## src/rtl/proc_pkg.sv

```systemverilog
// Shared processor package: memory arbiter state encodings, requester IDs
// and the default memory address/data widths used across the processor.
package proc_pkg;

    localparam int unsigned ADDR_W = 12;
    localparam int unsigned DATA_W = 32;

    // Arbiter FSM states
    typedef enum logic [1:0] {
        ARB_IDLE   = 2'd0,
        ARB_ACCESS = 2'd1,
        ARB_RESP   = 2'd2
    } arb_state_e;

    // Requester IDs; also the bit positions in the one-hot grant vector
    typedef enum logic {
        REQ_FETCH = 1'b0,
        REQ_DATA  = 1'b1
    } req_id_e;

endpackage

```

## src/rtl/mem_arbiter_arb_pick.sv

```systemverilog
// arb_pick: combinational 2-way picker for the memory arbiter.
// Ports:
//   i_req   - fetch request
//   d_req   - data request
//   ptr     - last winner (REQ_FETCH/REQ_DATA), used only when rr_mode = 1
//   rr_mode - 1 = round-robin tie break, 0 = fixed priority (data wins)
//   gnt     - one-hot grant, bit REQ_FETCH / bit REQ_DATA, zero when idle
module arb_pick (
    input  logic       i_req,
    input  logic       d_req,
    input  logic       ptr,
    input  logic       rr_mode,
    output logic [1:0] gnt
);
    import proc_pkg::*;

    // On a tie, round-robin serves whoever did not win last; otherwise data wins
    always_comb begin
        gnt = 2'b00;
        if (i_req && d_req) begin
            if (rr_mode && (ptr == REQ_DATA)) begin
                gnt[REQ_FETCH] = 1'b1;
            end else begin
                gnt[REQ_DATA] = 1'b1;
            end
        end else if (d_req) begin
            gnt[REQ_DATA] = 1'b1;
        end else if (i_req) begin
            gnt[REQ_FETCH] = 1'b1;
        end
    end

endmodule

```

## src/rtl/mem_arbiter.sv

```systemverilog
// mem_arbiter: shares a single-port, synchronous-read memory between the
// instruction-fetch port (read-only) and the data port (load/store).
// One access at a time, fixed IDLE -> ACCESS -> RESP sequence.
// Build option: define MEM_ARB_RR_EN for round-robin tie breaking;
// default is fixed priority, data over fetch.
// Ports:
//   clk, reset                     - clock, synchronous active-high reset
//   i_req/i_addr/i_ack/i_rdata     - fetch handshake and read data
//   d_req/d_we/d_addr/d_wdata      - data request, write enable, addr, store data
//   d_ack/d_rdata                  - data completion and load data
//   mem_en/mem_we/mem_addr/mem_wdata - registered memory controls
//   mem_rdata                      - memory read data, valid the cycle after mem_en
module mem_arbiter #(
    parameter int unsigned ADDR_W = proc_pkg::ADDR_W,
    parameter int unsigned DATA_W = proc_pkg::DATA_W
) (
    input  logic              clk,
    input  logic              reset,
    input  logic              i_req,
    input  logic [ADDR_W-1:0] i_addr,
    output logic              i_ack,
    output logic [DATA_W-1:0] i_rdata,
    input  logic              d_req,
    input  logic              d_we,
    input  logic [ADDR_W-1:0] d_addr,
    input  logic [DATA_W-1:0] d_wdata,
    output logic              d_ack,
    output logic [DATA_W-1:0] d_rdata,
    output logic              mem_en,
    output logic              mem_we,
    output logic [ADDR_W-1:0] mem_addr,
    output logic [DATA_W-1:0] mem_wdata,
    input  logic [DATA_W-1:0] mem_rdata
);
    import proc_pkg::*;

    arb_state_e        state_q, state_d;
    logic              win_q, win_d;
    logic              mem_en_q, mem_en_d;
    logic              mem_we_q, mem_we_d;
    logic [ADDR_W-1:0] mem_addr_q, mem_addr_d;
    logic [DATA_W-1:0] mem_wdata_q, mem_wdata_d;
    logic              i_ack_q, i_ack_d;
    logic              d_ack_q, d_ack_d;
    logic [1:0]        gnt;
    logic              ptr;
    logic              rr_mode;
    logic              grant;

    assign grant = (state_q == ARB_IDLE) && (gnt != 2'b00);

`ifdef MEM_ARB_RR_EN
    logic ptr_q;

    // Last winner; reset to fetch so data wins the first tie
    always_ff @(posedge clk) begin
        if (reset) begin
            ptr_q <= REQ_FETCH;
        end else if (grant) begin
            ptr_q <= gnt[REQ_DATA];
        end
    end

    assign ptr     = ptr_q;
    assign rr_mode = 1'b1;
`else
    assign ptr     = REQ_FETCH;
    assign rr_mode = 1'b0;
`endif

    arb_pick u_pick (
        .i_req   (i_req),
        .d_req   (d_req),
        .ptr     (ptr),
        .rr_mode (rr_mode),
        .gnt     (gnt)
    );

    // State register
    always_ff @(posedge clk) begin
        if (reset) begin
            state_q <= ARB_IDLE;
        end else begin
            state_q <= state_d;
        end
    end

    // Next-state logic
    always_comb begin
        state_d = state_q;
        case (state_q)
            ARB_IDLE:   if (gnt != 2'b00) state_d = ARB_ACCESS;
            ARB_ACCESS: state_d = ARB_RESP;
            ARB_RESP:   state_d = ARB_IDLE;
            default:    state_d = ARB_IDLE;
        endcase
    end

    // Output logic: next values of the registered memory controls and acks
    always_comb begin
        win_d       = win_q;
        mem_en_d    = 1'b0;
        mem_we_d    = mem_we_q;
        mem_addr_d  = mem_addr_q;
        mem_wdata_d = mem_wdata_q;
        i_ack_d     = 1'b0;
        d_ack_d     = 1'b0;
        case (state_q)
            ARB_IDLE: begin
                if (gnt != 2'b00) begin
                    win_d    = gnt[REQ_DATA];
                    mem_en_d = 1'b1;
                    if (gnt[REQ_DATA]) begin
                        mem_we_d    = d_we;
                        mem_addr_d  = d_addr;
                        mem_wdata_d = d_wdata;
                    end else begin
                        mem_we_d    = 1'b0;
                        mem_addr_d  = i_addr;
                        mem_wdata_d = '0;
                    end
                end
            end
            ARB_ACCESS: begin
                i_ack_d = (win_q == REQ_FETCH);
                d_ack_d = (win_q == REQ_DATA);
            end
            default: ;
        endcase
    end

    // Output and latch registers
    always_ff @(posedge clk) begin
        if (reset) begin
            win_q       <= REQ_FETCH;
            mem_en_q    <= 1'b0;
            mem_we_q    <= 1'b0;
            mem_addr_q  <= '0;
            mem_wdata_q <= '0;
            i_ack_q     <= 1'b0;
            d_ack_q     <= 1'b0;
        end else begin
            win_q       <= win_d;
            mem_en_q    <= mem_en_d;
            mem_we_q    <= mem_we_d;
            mem_addr_q  <= mem_addr_d;
            mem_wdata_q <= mem_wdata_d;
            i_ack_q     <= i_ack_d;
            d_ack_q     <= d_ack_d;
        end
    end

    assign mem_en    = mem_en_q;
    assign mem_we    = mem_we_q;
    assign mem_addr  = mem_addr_q;
    assign mem_wdata = mem_wdata_q;
    assign i_ack     = i_ack_q;
    assign d_ack     = d_ack_q;

    // Read data is a straight path; qualified by the matching ack
    assign i_rdata = mem_rdata;
    assign d_rdata = mem_rdata;

endmodule

```

## config.mk

```make
export PLATFORM = sky130hd
export DESIGN_NAME = mem_arbiter
export DESIGN_NICKNAME = d
export VERILOG_FILES = /design/src/rtl/proc_pkg.sv /design/src/rtl/mem_arbiter_arb_pick.sv /design/src/rtl/mem_arbiter.sv
export SDC_FILE = /design/constraint.sdc
export NUM_CORES = 1
export LEC_CHECK = 0
export CORE_UTILIZATION = 33
export CTS_CLUSTER_DIAMETER = 30
export DETAILED_ROUTE_END_ITERATION = 8
export PLACE_DENSITY = 0.79
export SYNTH_ARGS = -nofsm -noshare
export SYNTH_HDL_FRONTEND = slang
export SYNTH_SLANG_ARGS = --single-unit
```

## constraint.sdc

```tcl
create_clock -name clk -period 1.4 [get_ports clk]
set_input_delay 0.28 -clock clk [delete_from_list [all_inputs] [get_ports clk]]
set_output_delay 0.28 -clock clk [all_outputs]
set_load 0.02 [all_outputs]
```

==> impl_metrics.yaml, run 1 <==
run_status:
  status: "completed"
placed_design:
  gp_congestion: 0.696
  place_ws_ps: -290
  dp.cells: 419
  io_buffers: 108
  dpl.hpwl_um: 4330
synth:
  yosysTopAreaCellShare_pct: 40.7
  synth-seq-cells: 51
  yosysTopAreaCell: "dfxtp_1"
  ys_types: 20
  synth_warnings: 0
  synth-seq-area-share_pct: 40.7
  synth_area_leaders: "dfxtp_1 41%, buf_4 19%, a21oi_1 9.2%"
  netlist_area_um2: 2510
  syn_inst: 284
  synth_fp_nets: 377
  syn_avg_cell_area_um2: 8.83
sta:
  worst-slew-pin-transition_ps: 392
  hold_viol_final: 0
  whs_ps: 278
  fin_crit_sh_pct: 93.1
  slew_headroom_pct: 73.8
  drv_slew: 0
  setup_viol: 0
  period_minus_slack_ps: 1300
  setup_ws_ps: 96.2
  rsz0062_at_grt: "no"
  clock_skew_ps: 8.33
  fmax_mhz: 767
floorplanning:
  die-height_um: 89.2
  core_area_um2: 7290
  num_rows: 31
  die_x_um: 89.2
  design.die.area_um2: 7950
  io_pins: 205
  initial_utilization_pct: 34.4
grt:
  antenna_found_initial: 0
  grt_start_max_net_pins: 28
  grt_util_all_layers_pct: 14.8
  grt_overflow_total: 0
  grt_pass1_vias: 1973
  grt_first_pass_wirelength_um: 9090
cts:
  root_buffer: "clkbuf_8"
  cts_buffers: 5
  clockBufferDepth: 2
  cts_tree: "done"
  hold_buffers: 0
  postCtsSetupBuffers: 0
  clk_latency_ps: 300
  clk_pin_slew_ps: 90
  cts_num_sinks: 51
  htree_levels: 2
detailed_routing:
  vias: 1986
  wl_per_cell_um: 13.8
  drt_iter0_drc: 59
  drtPass1Iterations: 4
  vias_per_cell: 4.65
  wl_um: 5890
  antenna_left: 0
  drc: 0
setup_path:
  cp_max_fo: 12
  cp-end-kind: "register"
  r2r-start: "state_q[1]$_SDFFE_PP0P_"
  startpoint_type: "register"
  worstPathRequired_ps: 1570
  crit_start: "state_q[1]$_SDFFE_PP0P_"
  crit_family: "simple AND/OR/NAND/NOR gates"
  path_buf_inv: 0
  slowest_stage: "dfxtp_1"
  critical_path.max_stage_delay_ps: 360
  path_cells: "or2_1, nor2_4, a211oi_1"
  arrival_ps: 1470
  worstSetupPathType: "reg2reg"
cells_and_area:
  fin_cells: 427
  mostFrequentLayoutCells: "58 x clkdlybuf4s50_1, 51 x dfxtp_1, 48 x dlygate4sd2_1, 46 x a21oi_1"
  drive_gt1_share_pct: 10.7
  final_common_cell: "clkdlybuf4s50_1"
  antenna_cells: 0
  nNetsFinal: 420
  syn_to_final_growth_pct: 29.4
  final_util_pct: 44.5
run:
  cap_violations: 0
power_and_ir_drop:
  p_per_area_nw_per_um2: 1010
  vdd_drop_max_mv: 0.472
  p_total_w: 0.00327
  leakage_nw: 1.39
min_path:
  hold_start: "reset"
  hold_path_class: "in2reg"
-- per-layer routing --
metal / up-vias / track usage, % / wire length [µm]
met5: - / 0 / 0
met3: 20 / 4.89 / 510
li1: 978 / - / -
met2: 82 / 25.9 / 3010
met1: 906 / 16.6 / 2250
met4: 0 / 5.92 / 113
-- registers in the layout, summed over array words and instances (netlist names) --
signal / count
d_ack: 1
state_q: 2
win_q: 1
mem_we: 1
i_ack: 1
mem_wdata: 32
mem_en: 1
mem_addr: 12
-- what timing repair did --
action	4_1_cts	5_1_grt
pin swaps	0	0
gates resized for setup	48	3
hold endpoints to repair	0	0
setup endpoints to repair	48	44
-- Yosys cell counts (all sizes together) --
cell type,count
nor2,3
nor3,2
a21oi,46
and2,1
or2,2
o21ai,34
nor2b,1
nor3b,2
dfxtp,51
a211oi,12
clkbuf,6
buf,78
nand2,34
mux2i,12
-- kinds of logic after synthesis --
kind of cell / after synthesis / synth area share, %
buffers and inverters: 84 / 24.4
DFF: 51 / 40.7
muxes: 12 / 4.79
and+or+nand+nor: 45 / 8.58
AOI/OAI and AO/OA: 92 / 21.6
-- stage by stage --
stage / cell area, µm² / setup TNS, ps
2_1_floorplan: 2510 / 0
3_3_place_gp: 3210 / -11280
3_5_place_dp: 3210 / -11560
4_1_cts: 3240 / 0
5_1_grt: 3240 / 0
6_report: 3240 / 0
-- report_power, final --
part / internal [W] / switching (W)
Sequential: 0.00156 / 0.0000519
Combinational: 0.000397 / 0.000440
Clock: 0.000343 / 0.000482
Total: 0.00230 / 0.000974
-- cell type report --
type                       count  area (µm²)
timing repair buffer         120        1140
clock buffer                   5        68.8
sequential                    51        1020
multi-input combinational    149         878
tap                           99         124
fill                         755        4050
clock inverter                 3        15.0
-- worst paths after layout --
kind                                 to  slack (ps)  cells past startpoint
max            mem_addr[0]$_SDFFE_PP0P_         100                      3
min          mem_wdata[31]$_SDFFE_PP0P_         280                      2
max reg2reg    mem_addr[0]$_SDFFE_PP0P_         100                      3
min reg2reg            i_ack$_SDFF_PP0_         450                      1
Power figures use the tool's default switching activity.
==> run 2: changes to the inputs <==
==> constraint.sdc (replaced) <==
create_clock -name clk -period 1.4 [get_ports clk]
set_input_delay 0.28 -clock clk [delete_from_list [all_inputs] [get_ports clk]]
set_output_delay 0.28 -clock clk [all_outputs]
set_load 0.005 [all_outputs]
==> run 2 against run 1 <==
Against the previous run: power down 3.3%; largest power group unchanged; core utilization up 0.43 points; global-route usage up 0.097 points; clock skew down 5.0 ps; critical path depth unchanged; via count up 0.20%.
==> impl_metrics.yaml, run 2 (same netlist as run 1, synthesis figures left out) <==
sta:
  worst-slew-pin-transition_ps: 406
  fmax_mhz: 766
  whs_ps: 269
  period_minus_slack_ps: 1310
  hold_viol_final: 0
  drv_slew: 0
  rsz0062_at_grt: "no"
  fin_crit_sh_pct: 93.3
  setup_viol: 0
  clock_skew_ps: 3.29
  slew_headroom_pct: 72.9
detailed_routing:
  vias: 1990
  wl_met3_um: 497
  antenna_left: 0
  routed.top_layer: "met4"
  vias_per_cell: 4.65
  wl_um: 5920
  wl_met2_um: 3000
  drt-met1-wl_um: 2290
  wl_per_cell_um: 13.8
  drt_iter0_drc: 51
  drc: 0
  drtPass1Iterations: 4
min_path:
  hold_path_class: "in2reg"
  worst_hold_path.num_cells: 2
setup_path:
  worstSetupPathType: "reg2reg"
  arrival_ps: 1470
  path_buf_inv: 0
  cp.depth: 3
  crit_family: "simple AND/OR/NAND/NOR gates"
  reg2regPathDepth: 3
  path_cells: "or2_1, nor2_4, a211oi_1"
  cp-end-kind: "register"
  startpoint_type: "register"
  worstPathRequired_ps: 1560
  slowest_stage: "nor2_4"
  critical_path.max_stage_delay_ps: 370
  cp_max_fo: 12
cts:
  root_buffer: "clkbuf_8"
  cts_buffers: 5
  cts_tree: "done"
  htree_levels: 2
  clk_latency_ps: 300
  clk_pin_slew_ps: 90
  cts_num_sinks: 51
  clockBufferDepth: 2
cells_and_area:
  largest_register_ffs: 32
  mostFrequentLayoutCells: "58 x clkdlybuf4s50_1, 47 x dlygate4sd2_1, 46 x a21oi_1, 35 x dfxtp_1"
  multi_input_area_um2: 878
  final_common_cell: "clkdlybuf4s50_1"
  nFillCells: 752
  final_util_pct: 44.9
  regArea_um2: 1040
  nNetsFinal: 421
  syn_to_final_growth_pct: 30.6
  drive_gt1_share_pct: 15.8
  fin_cells: 428
  antenna_cells: 0
power_and_ir_drop:
  leakage_nw: 1.42
  vdd_drop_max_mv: 0.471
  p_per_area_nw_per_um2: 966
floorplanning:
  die-height_um: 89.2
  io_pins: 205
  die_x_um: 89.2
  core_area_um2: 7290
  design.die.area_um2: 7950
  initial_utilization_pct: 34.4
  num_rows: 31
grt:
  grt_start_max_net_pins: 28
  grt_pass1_vias: 1973
  grt_first_pass_wirelength_um: 9140
  grt_util_all_layers_pct: 14.9
  antenna_found_initial: 0
  grt_overflow_total: 0
placed_design:
  dpl.hpwl_um: 4330
  dp.cells: 419
  io_buffers: 108
  gp_congestion: 0.696
run:
  cap_violations: 0
run_status:
  status: "completed"
-- run 2: cell types whose count changed in the layout (fill, tap and decap cells not counted) --
cell	previous run	this run
buf_4	9	10
dfxtp_1	51	35
dfxtp_2	0	16
dlygate4sd2_1	48	47
dlymetal6s2s_1	1	2
-- run 2: area by class of cell --
class / instances / share of cell area (%)
clock buffers: 5 / 2.10
clock inverters: 3 / 0.458
multi-input cells: 149 / 26.8
flip-flops and latches: 51 / 31.8
well taps: 99 / 3.78
repair buffers: 121 / 35.1
-- run 2: repair_timing --
action / CTS / global route
setup buffers: 1 / 0
resized for setup: 63 / 4
setup endpoints to repair: 47 / 45
pin swaps: 0 / 0
hold buffers: 0 / 0
-- run 2: stage by stage --
step | setup slack [ps] | setup TNS, ps | area (µm²) | power [W]
after floorplan | 208 | 0 | 2510 | 0.00214
after global placement | -271 | -11280 | 3210 | 0.00243
after detailed placement | -290 | -11560 | 3210 | 0.00245
after CTS | 1.13 | 0 | 3260 | 0.00322
after global routing | 30.4 | 0 | 3280 | 0.00334
final | 93.8 | 0 | 3280 | 0.00316
-- run 2: final timing paths --
check,from,to,slack [ps]
max,state_q[1]$_SDFFE_PP0P_,mem_addr[0]$_SDFFE_PP0P_,90
min,reset,mem_wdata[30]$_SDFFE_PP0P_,270
max reg2reg,state_q[1]$_SDFFE_PP0P_,mem_addr[0]$_SDFFE_PP0P_,90
min reg2reg,win_q$_SDFFE_PP0P_,i_ack$_SDFF_PP0_,440
-- run 2: power breakdown --
part,switching (W),internal [W],leakage [nW]
registers,0.0000517,0.00157,0.426
logic,0.000327,0.000402,0.945
clock network,0.000474,0.000343,0.0477
total,0.000853,0.00231,1.42
-- run 2: metal layers --
| metal | track usage [%] | vias up |
|---|---|---|
| met5 | 0 | - |
| met4 | 5.92 | 0 |
| met3 | 4.89 | 22 |
| met2 | 26.2 | 75 |
| met1 | 16.7 | 912 |
| li1 | - | 981 |
